--- config.mk ---
export PLATFORM = sky130hd
export DESIGN_NAME = pipeline_stall_controller
export DESIGN_NICKNAME = d
export VERILOG_FILES = /design/src/rtl/pipeline_stall_controller_pkg.sv /design/src/rtl/stall_perf_counter.sv /design/src/rtl/pipeline_stall_controller.sv
export SDC_FILE = /design/constraint.sdc
export NUM_CORES = 1
export LEC_CHECK = 0
export ABC_AREA = 1
export CAP_MARGIN = 20
export CORE_ASPECT_RATIO = 0.5
export CORE_MARGIN = 2
export CORE_UTILIZATION = 50
export DETAILED_ROUTE_END_ITERATION = 12
export PLACE_DENSITY = 0.79
export RECOVER_POWER = 100
export SLEW_MARGIN = 0
export SYNTH_ARGS = -nofsm -noshare
export SYNTH_HDL_FRONTEND = slang
export SYNTH_SLANG_ARGS = --single-unit
--- constraint.sdc ---
create_clock -name clk -period 2.3 [get_ports clk]
set_input_delay 0.23 -clock clk [delete_from_list [all_inputs] [get_ports clk]]
set_output_delay 0.23 -clock clk [all_outputs]
set_load 0.005 [all_outputs]
--- src/rtl/pipeline_stall_controller_pkg.sv ---
// Shared types and constants for the pipeline stall controller.
package pipeline_stall_controller_pkg;

  localparam int REG_W = 5;
  localparam logic [REG_W-1:0] ZERO_REG = '0;

  typedef enum logic [1:0] {
    S_RUN = 2'd0,
    S_MD  = 2'd1,
    S_MEM = 2'd2
  } state_t;

  // True when a live (non-$0) destination feeds either Decode source operand.
  function automatic logic reg_match(input logic [REG_W-1:0] dst,
                                     input logic [REG_W-1:0] rs,
                                     input logic [REG_W-1:0] rt);
    return (dst != ZERO_REG) && ((dst == rs) || (dst == rt));
  endfunction

endpackage

--- src/rtl/stall_perf_counter.sv ---
// Saturating event counter with enable; sticks at all-ones.
module stall_perf_counter #(
  parameter int CNT_W = 32
) (
  input  logic             clk,
  input  logic             rst,
  input  logic             en,
  output logic [CNT_W-1:0] count
);

  logic [CNT_W-1:0] count_q, count_d;

  always_comb begin
    count_d = count_q;
    if (en && (count_q != '1)) count_d = count_q + CNT_W'(1);
  end

  always_ff @(posedge clk or posedge rst) begin
    if (rst) count_q <= '0;
    else     count_q <= count_d;
  end

  assign count = count_q;

endmodule

--- src/rtl/pipeline_stall_controller.sv ---
// Hazard detection and stall/flush sequencing for the 5-stage pipe,
// including mult/div hold and data-memory wait states.
module pipeline_stall_controller
  import pipeline_stall_controller_pkg::*;
#(
  parameter int MD_LATENCY = 8,
  parameter int CNT_W      = 32
) (
  input  logic             clk,
  input  logic             reset,
  input  logic [REG_W-1:0] Rs_D,
  input  logic [REG_W-1:0] Rt_D,
  input  logic [REG_W-1:0] Write_Reg_E,
  input  logic [REG_W-1:0] Write_Reg_M,
  input  logic             Reg_Write_E,
  input  logic             Mem_To_Reg_E,
  input  logic             Mem_To_Reg_M,
  input  logic             Branch_D,
  input  logic             Pc_Src_D,
  input  logic             Md_Op_E,
  input  logic             Dmem_Req_M,
  input  logic             Dmem_Ack,
  output logic             Stall_F,
  output logic             Stall_D,
  output logic             Stall_E,
  output logic             Stall_M,
  output logic             Flush_D,
  output logic             Flush_E,
  output logic             Flush_M,
  output logic             Md_Busy,
  output logic [CNT_W-1:0] Stall_Cycles
);

  localparam int MD_W = $clog2(MD_LATENCY);
  localparam logic [MD_W-1:0] MD_LOAD = MD_W'(MD_LATENCY - 1);

  state_t          state_q, state_d;
  logic [MD_W-1:0] md_cnt_q, md_cnt_d;
  logic            lwstall, brstall, memwait, mem_hold, md_busy;

  always_comb begin
    lwstall  = Mem_To_Reg_E & Reg_Write_E & reg_match(Write_Reg_E, Rs_D, Rt_D);
    brstall  = Branch_D & ((Reg_Write_E & reg_match(Write_Reg_E, Rs_D, Rt_D)) |
                           (Mem_To_Reg_M & reg_match(Write_Reg_M, Rs_D, Rt_D)));
    memwait  = Dmem_Req_M & ~Dmem_Ack;
    mem_hold = memwait | ((state_q == S_MEM) & ~Dmem_Ack);
    md_busy  = (md_cnt_q != '0);
  end

  // The mult/div count runs on regardless of memory waits, so the held
  // instruction sees the same total latency whether or not a wait overlaps.
  always_comb begin
    state_d  = state_q;
    md_cnt_d = md_busy ? (md_cnt_q - MD_W'(1)) : md_cnt_q;
    unique case (state_q)
      S_RUN: begin
        if (memwait) begin
          state_d = S_MEM;
        end else if (Md_Op_E) begin
          state_d  = S_MD;
          md_cnt_d = MD_LOAD;
        end
      end
      S_MD: begin
        if (memwait)                     state_d = S_MEM;
        else if (md_cnt_q <= MD_W'(1))   state_d = S_RUN;
      end
      S_MEM: begin
        if (Dmem_Ack) state_d = (md_cnt_q <= MD_W'(1)) ? S_RUN : S_MD;
      end
      default: state_d = S_RUN;
    endcase
  end

  always_ff @(posedge clk or posedge reset) begin
    if (reset) begin
      state_q  <= S_RUN;
      md_cnt_q <= '0;
    end else begin
      state_q  <= state_d;
      md_cnt_q <= md_cnt_d;
    end
  end

  // A mult/div still counting keeps E held even on the memory-ack cycle.
  always_comb begin
    Stall_F = 1'b0;
    Stall_D = 1'b0;
    Stall_E = 1'b0;
    Stall_M = 1'b0;
    Flush_D = 1'b0;
    Flush_E = 1'b0;
    Flush_M = 1'b0;
    if (!reset) begin
      if (mem_hold) begin
        Stall_F = 1'b1;
        Stall_D = 1'b1;
        Stall_E = 1'b1;
        Stall_M = 1'b1;
      end else if (md_busy) begin
        Stall_F = 1'b1;
        Stall_D = 1'b1;
        Stall_E = 1'b1;
        Flush_M = 1'b1;
      end else if (lwstall | brstall) begin
        Stall_F = 1'b1;
        Stall_D = 1'b1;
        Flush_E = 1'b1;
      end else if (Pc_Src_D) begin
        Flush_D = 1'b1;
      end
    end
  end

  assign Md_Busy = md_busy;

  stall_perf_counter #(.CNT_W(CNT_W)) u_stall_cnt (
    .clk   (clk),
    .rst   (reset),
    .en    (Stall_F),
    .count (Stall_Cycles)
  );

endmodule

-- Word level (Yosys, flattened, before mapping)
Cells that the tools add are included.
- flip-flop bits (word level): 37
- bits of input ports: 30
- output and inout bits: 40
- logic and storage cells: 67
- bitwise operators: 11
- reductions and logical operators: 10
- $add $sub $neg: 2
- $lt $le $gt $ge: 1
- mux-type cells: 30
- eq/ne operators: 10
- operators with widths (cell ; count):
    $add 32x1->32 const B ; 1
    $ne 32x32->1 const B ; 1
    $eq 5x5->1 ; 4
    $mux 1 ; 20
    $mux 3 ; 4
    $mux 2 ; 5
    $reduce_bool 5->1 ; 2
    $and 1x1->1 ; 7
    $ne 3x3->1 const B ; 2
    $pmux 2 s3 ; 1
    $le 3x1->1 const B ; 1
    $logic_and 1x1->1 ; 3
    $or 1x1->1 ; 3
    $reduce_and 3->1 ; 1
    $reduce_bool 3->1 ; 1
    $sub 3x1->3 const B ; 1
    $eq 2x1->1 const B ; 1
    $eq 2x2->1 const B ; 1
    $logic_not 2->1 ; 1
    $logic_or 1x1->1 ; 2
    $ne 2x2->1 const B ; 1
    $not 1->1 ; 1

-- Longest topological paths before layout
- depth in word-level cells: 12
- mapped depth: 12
- gate-level depth less buffers: 11

-- Cells and area by module
A second synthesis with hierarchy kept.
- cells, all modules: 498
- area total of the unflattened synthesis: 2977.9 um^2
- modules (own cells, without submodules) (module ; instances ; cells each ; area an instance (um^2)):
    stall_perf_counter ; 1 ; 361 ; 2257.2
    pipeline_stall_controller ; 1 ; 137 ; 720.7

-- Least setup slack after synthesis
Ideal clock, no wire load.
- path type: input to register
- start: in reset
- end: reg u_stall_cnt.count_q[15], in the netlist u_stall_cnt.count[15]
- data arrival time: 1.925 ns
- buffers on the path: 1
- path slack: 0.302 ns
- data required time: 2.226 ns
- cell stages on the path: 4
- setup time: 0.074 ns
- cell sequence: clkinv_1 > clkbuf_1 > nand4_1 > nand2_1
- longest elaborated chain between the ends: 2
- RTL lines (what ; RTL line ; text):
    start, declared ; pipeline_stall_controller.sv:10 ; input logic reset,
    $mux 1 ; pipeline_stall_controller.sv:94 ; if (!reset) begin
    $logic_and 1x1->1 ; stall_perf_counter.sv:15 ; if (en && (count_q != '1)) count_d = count_q + CNT_W'(1);
    end signal, assigned ; stall_perf_counter.sv:20 ; else count_q <= count_d;
    end, declared ; stall_perf_counter.sv:11 ; logic [CNT_W-1:0] count_q, count_d;
Every way passes these cells.
A chain may end at the register's enable or synchronous reset.

-- Worst setup path after layout
- start: reg md_cnt_q[0]
- end: out Flush_M
- longest elaborated chain between the ends: 4
- RTL lines (what ; RTL line ; text):
    start, declared ; pipeline_stall_controller.sv:38 ; logic [MD_W-1:0] md_cnt_q, md_cnt_d;
    start signal, assigned ; pipeline_stall_controller.sv:81 ; md_cnt_q <= md_cnt_d;
    $reduce_bool 3->1 ; pipeline_stall_controller.sv:47 ; md_busy = (md_cnt_q != '0);
    $mux 1 ; pipeline_stall_controller.sv:100 ; end else if (md_busy) begin
    $mux 1 ; pipeline_stall_controller.sv:95 ; if (mem_hold) begin
    $mux 1 ; pipeline_stall_controller.sv:94 ;
    end, declared ; pipeline_stall_controller.sv:29 ; output logic Flush_M,
Every way passes these cells.

==> results.md <==
* First-pass GRT wire length at approximately 15 mm
* Distinct cell type count after synthesis at 27
* Count of mapped cells out of synthesis at between 400 and 500
* Die Area at between 0.006 and 0.007 mm2
* Fill cells at 508
* Post-detail-place hpwl at between 6 and 7 mm
* Register area share after synthesis at approximately 31%
* Fmax at about 470 MHz
* Type of the worst setup path: reg2out
* Tot GR Track Use at ~28%
* I/O Buffers at a little under 70
* Antenna diodes at 0
* Antenna violations before repair at 0
* Final worst-path cycle share at roughly 93%
* Hold depth at 1
* PwrDens at around 570 mW/mm2
* RSZ-0062 raised after global routing: false
* Worst EP arrival at between 1.5 and 2 ns
* Lkg Pwr at between 2 and 2.5 nW
* Rel. slew slack at 42.2%
* Setup TNS at 0 ns
* Worst r2r path cells at 9
* Hold Path Class: reg2reg
* Die Span X at about 110 um
* Clk sinks at 37
* Grt ovf at 0
* Post-Syn Area at 0.00296 mm2
* Total power at approximately 0.0022 W
* Clk root buf: clkbuf_16
* Actual slew at the worst max-slew pin at between 0.8 and 0.9 ns
* Worst setup margin at 0.172 ns
* Starting Density at 53.0%
* RR Startpoint: u_stall_cnt.count[1]
* Startpoint Class: flop
* Cell Count, Final, Fillers Out at 627
* Post-CTS setup repair buffer count at 0
* IO Pins at 70
* Placement Cell Area at ~0.0038 mm2
* Drt wl/cell at about 13 um
* Deepest clock path buffer count at 2
* TritonRoute pass-1 iters at 4
* Core ar. at approximately 0.0056 mm2
* CP Launch Point: md_cnt_q[0]
* CTS Buf Count at 5
* Fin area at 0.00392 mm2
* Layout Skew at ~0.0075 ns
* Average size of a mapped cell at 6.19 um2
* Crit path required time at approximately 2.1 ns
* Vias in the first global route at 3054
* Layout cells sized above 1 at between 4 and 5%
* # DRC at 0
* Syn nets at a little over 500
* Post-Place Worst Slack at -0.141 ns
* Final net count at ~600
* Max-cap violations at 0
* Via count at 3244
* Slew Limit Fails at 0
* Post-layout min period at about 2.1 ns
* Initial drt markers at ~260
* Min-Delay Startpoint: state_q[1]
* FP Rows at 19
* DIE HEIGHT at ~58 um
* GPL Wtd Cong at 0.986
* Drt total wl at about 8.4 mm
* YS warnings at 0
* Final Hold Viols at 0
* Worst skew pair latency at approximately 0.28 ns
* Maximum vdd drop at 500 uV
* H-tree Lvls at 2
* Setup crit end kind: primary output
* CTS tree: yes
* Pin count of the biggest net entering global routing at 42
* DRT antenna net count at 0
* Vias per cell at 5.17
* Finish-stage setup viols at 0
* Seq cells post-synth at 37
* Placed insts at slightly above 600
* Status: finished, final reports clean
* Synth-to-layout area growth at 32.4%
* Clock transition at the registers of the reported paths at approximately 0.060 ns
* Crit path max fanout at 5
-- logic make-up (layout without fill, tap and decap cells) --
family / after synthesis / count (layout) / synth area share (%)
and+or+nand+nor: 334 / 334 / 48.2
adders and majority gates: 3 / 3 / 1.27
DFF: 37 / 37 / 31.3
buffers and inverters: 67 / 143 / 9.51
xor gates and xnor gates: 25 / 25 / 7.40
AOI/OAI and AO/OA: 12 / 12 / 2.37
-- registers in the layout (all words and copies together) (netlist names) --
name	cells
u_stall_cnt.count	32
md_cnt_q	3
state_q	2
-- metal layers --
layer,part of all wire [%],routed length (um),track usage (%)
met4,0.62,52,5.23
met5,0,0,0
met1,49,4140,42.5
met2,41,3450,41.6
met3,9.2,773,5.87
-- Yosys cell counts --
cell type / count / area [um2]
nand2_1: 202 / 758
nor2_1: 59 / 221
inv_1: 53 / 199
dfrtp_1: 37 / 926
nand4_1: 33 / 206
nand3_1: 18 / 90.1
xor2_1: 18 / 158
nor3_1: 12 / 60.1
xnor2_1: 7 / 61.3
clkbuf_1: 6 / 22.5
o21ai_0: 6 / 30.0
nand3b_1: 4 / 30.0
buf_2: 3 / 15.0
buf_6: 3 / 33.8
ha_1: 3 / 37.5
a21oi_1: 2 / 10.0
o31ai_1: 2 / 15.0
buf_4: 1 / 7.51
clkinv_1: 1 / 3.75
nand2_2: 1 / 6.26
nand3_2: 1 / 10.0
nand4_2: 1 / 12.5
nor2_2: 1 / 6.26
nor3_4: 1 / 16.3
nor3b_1: 1 / 7.51
o211ai_1: 1 / 7.51
o21bai_1: 1 / 7.51
-- placed cells by master, fill, tap and decap left out --
cell type        instances
a21oi_1                  2
buf_2                    1
buf_4                    8
buf_6                    1
bufinv_16                1
clkbuf_1                 2
clkbuf_16                5
clkbuf_2                 1
clkbuf_8                 1
clkdlybuf4s50_1         28
dfrtp_1                 37
dlygate4sd2_1            5
dlygate4sd3_1           36
ha_1                     3
inv_1                   54
nand2_1                201
nand2_2                  2
nand3_1                 18
nand3_2                  1
nand3b_1                 4
nand4_1                 33
nand4_2                  1
nor2_1                  58
nor2_2                   2
nor3_1                  12
nor3_4                   1
nor3b_1                  1
o211ai_1                 1
o21ai_0                  6
o21bai_1                 1
o31ai_1                  2
xnor2_1                  7
xor2_1                  18
-- layout make-up --
type                       instances  area, um2  share of cell area [%]
clock buffer                       7        143                    3.64
clock inverter                     1       30.0                   0.766
inverter                          54        203                    5.17
multi-input combinational        374       1760                    44.8
sequential                        37        926                    23.6
tap                               73       91.3                    2.33
timing repair buffer              81        769                    19.6
-- path summary, 6_finish.rpt --
path,to,slack (ns)
setup / recovery,Flush_M,0.17
hold / removal,state_q[1],0.47
setup reg to reg,u_stall_cnt.count[28],0.27
hold reg to reg,state_q[1],0.47
max in group asynchronous,u_stall_cnt.count[7],0.91
min in group asynchronous,u_stall_cnt.count[13],0.63
-- per-stage QoR --
stage / hold slack (ns) / util [%]
final: 0.474 / 70.1
after global routing: 0.512 / 70.1
after floorplan: 0.379 / -
after detailed placement: 0.463 / 67.2
after global placement: 0.455 / 67.2
after CTS: 0.473 / 70.2
-- repair_timing --
action | in CTS | in global routing
hold buffers | 0 | 0
gates cloned | 0 | 0
setup endpoints to repair | 4 | 19
gates resized for setup | 7 | 1
pin swaps | 1 | 0
-- power breakdown --
part / internal [W] / switching (W) / total (W)
combinational: 0.000278 / 0.000328 / 0.000606
sequential: 0.000733 / 0.0000896 / 0.000823
clock: 0.000542 / 0.000264 / 0.000806
-- critical path, stage by stage, from the launching register on --
cell and delay [ns]:
dfrtp_1 0.36, inv_1 0.08, ha_1 0.19, nand2_1 0.16, inv_1 0.12, nor3_1 0.19
clkdlybuf4s50_1 0.53
Power figures use the tool's default switching activity.
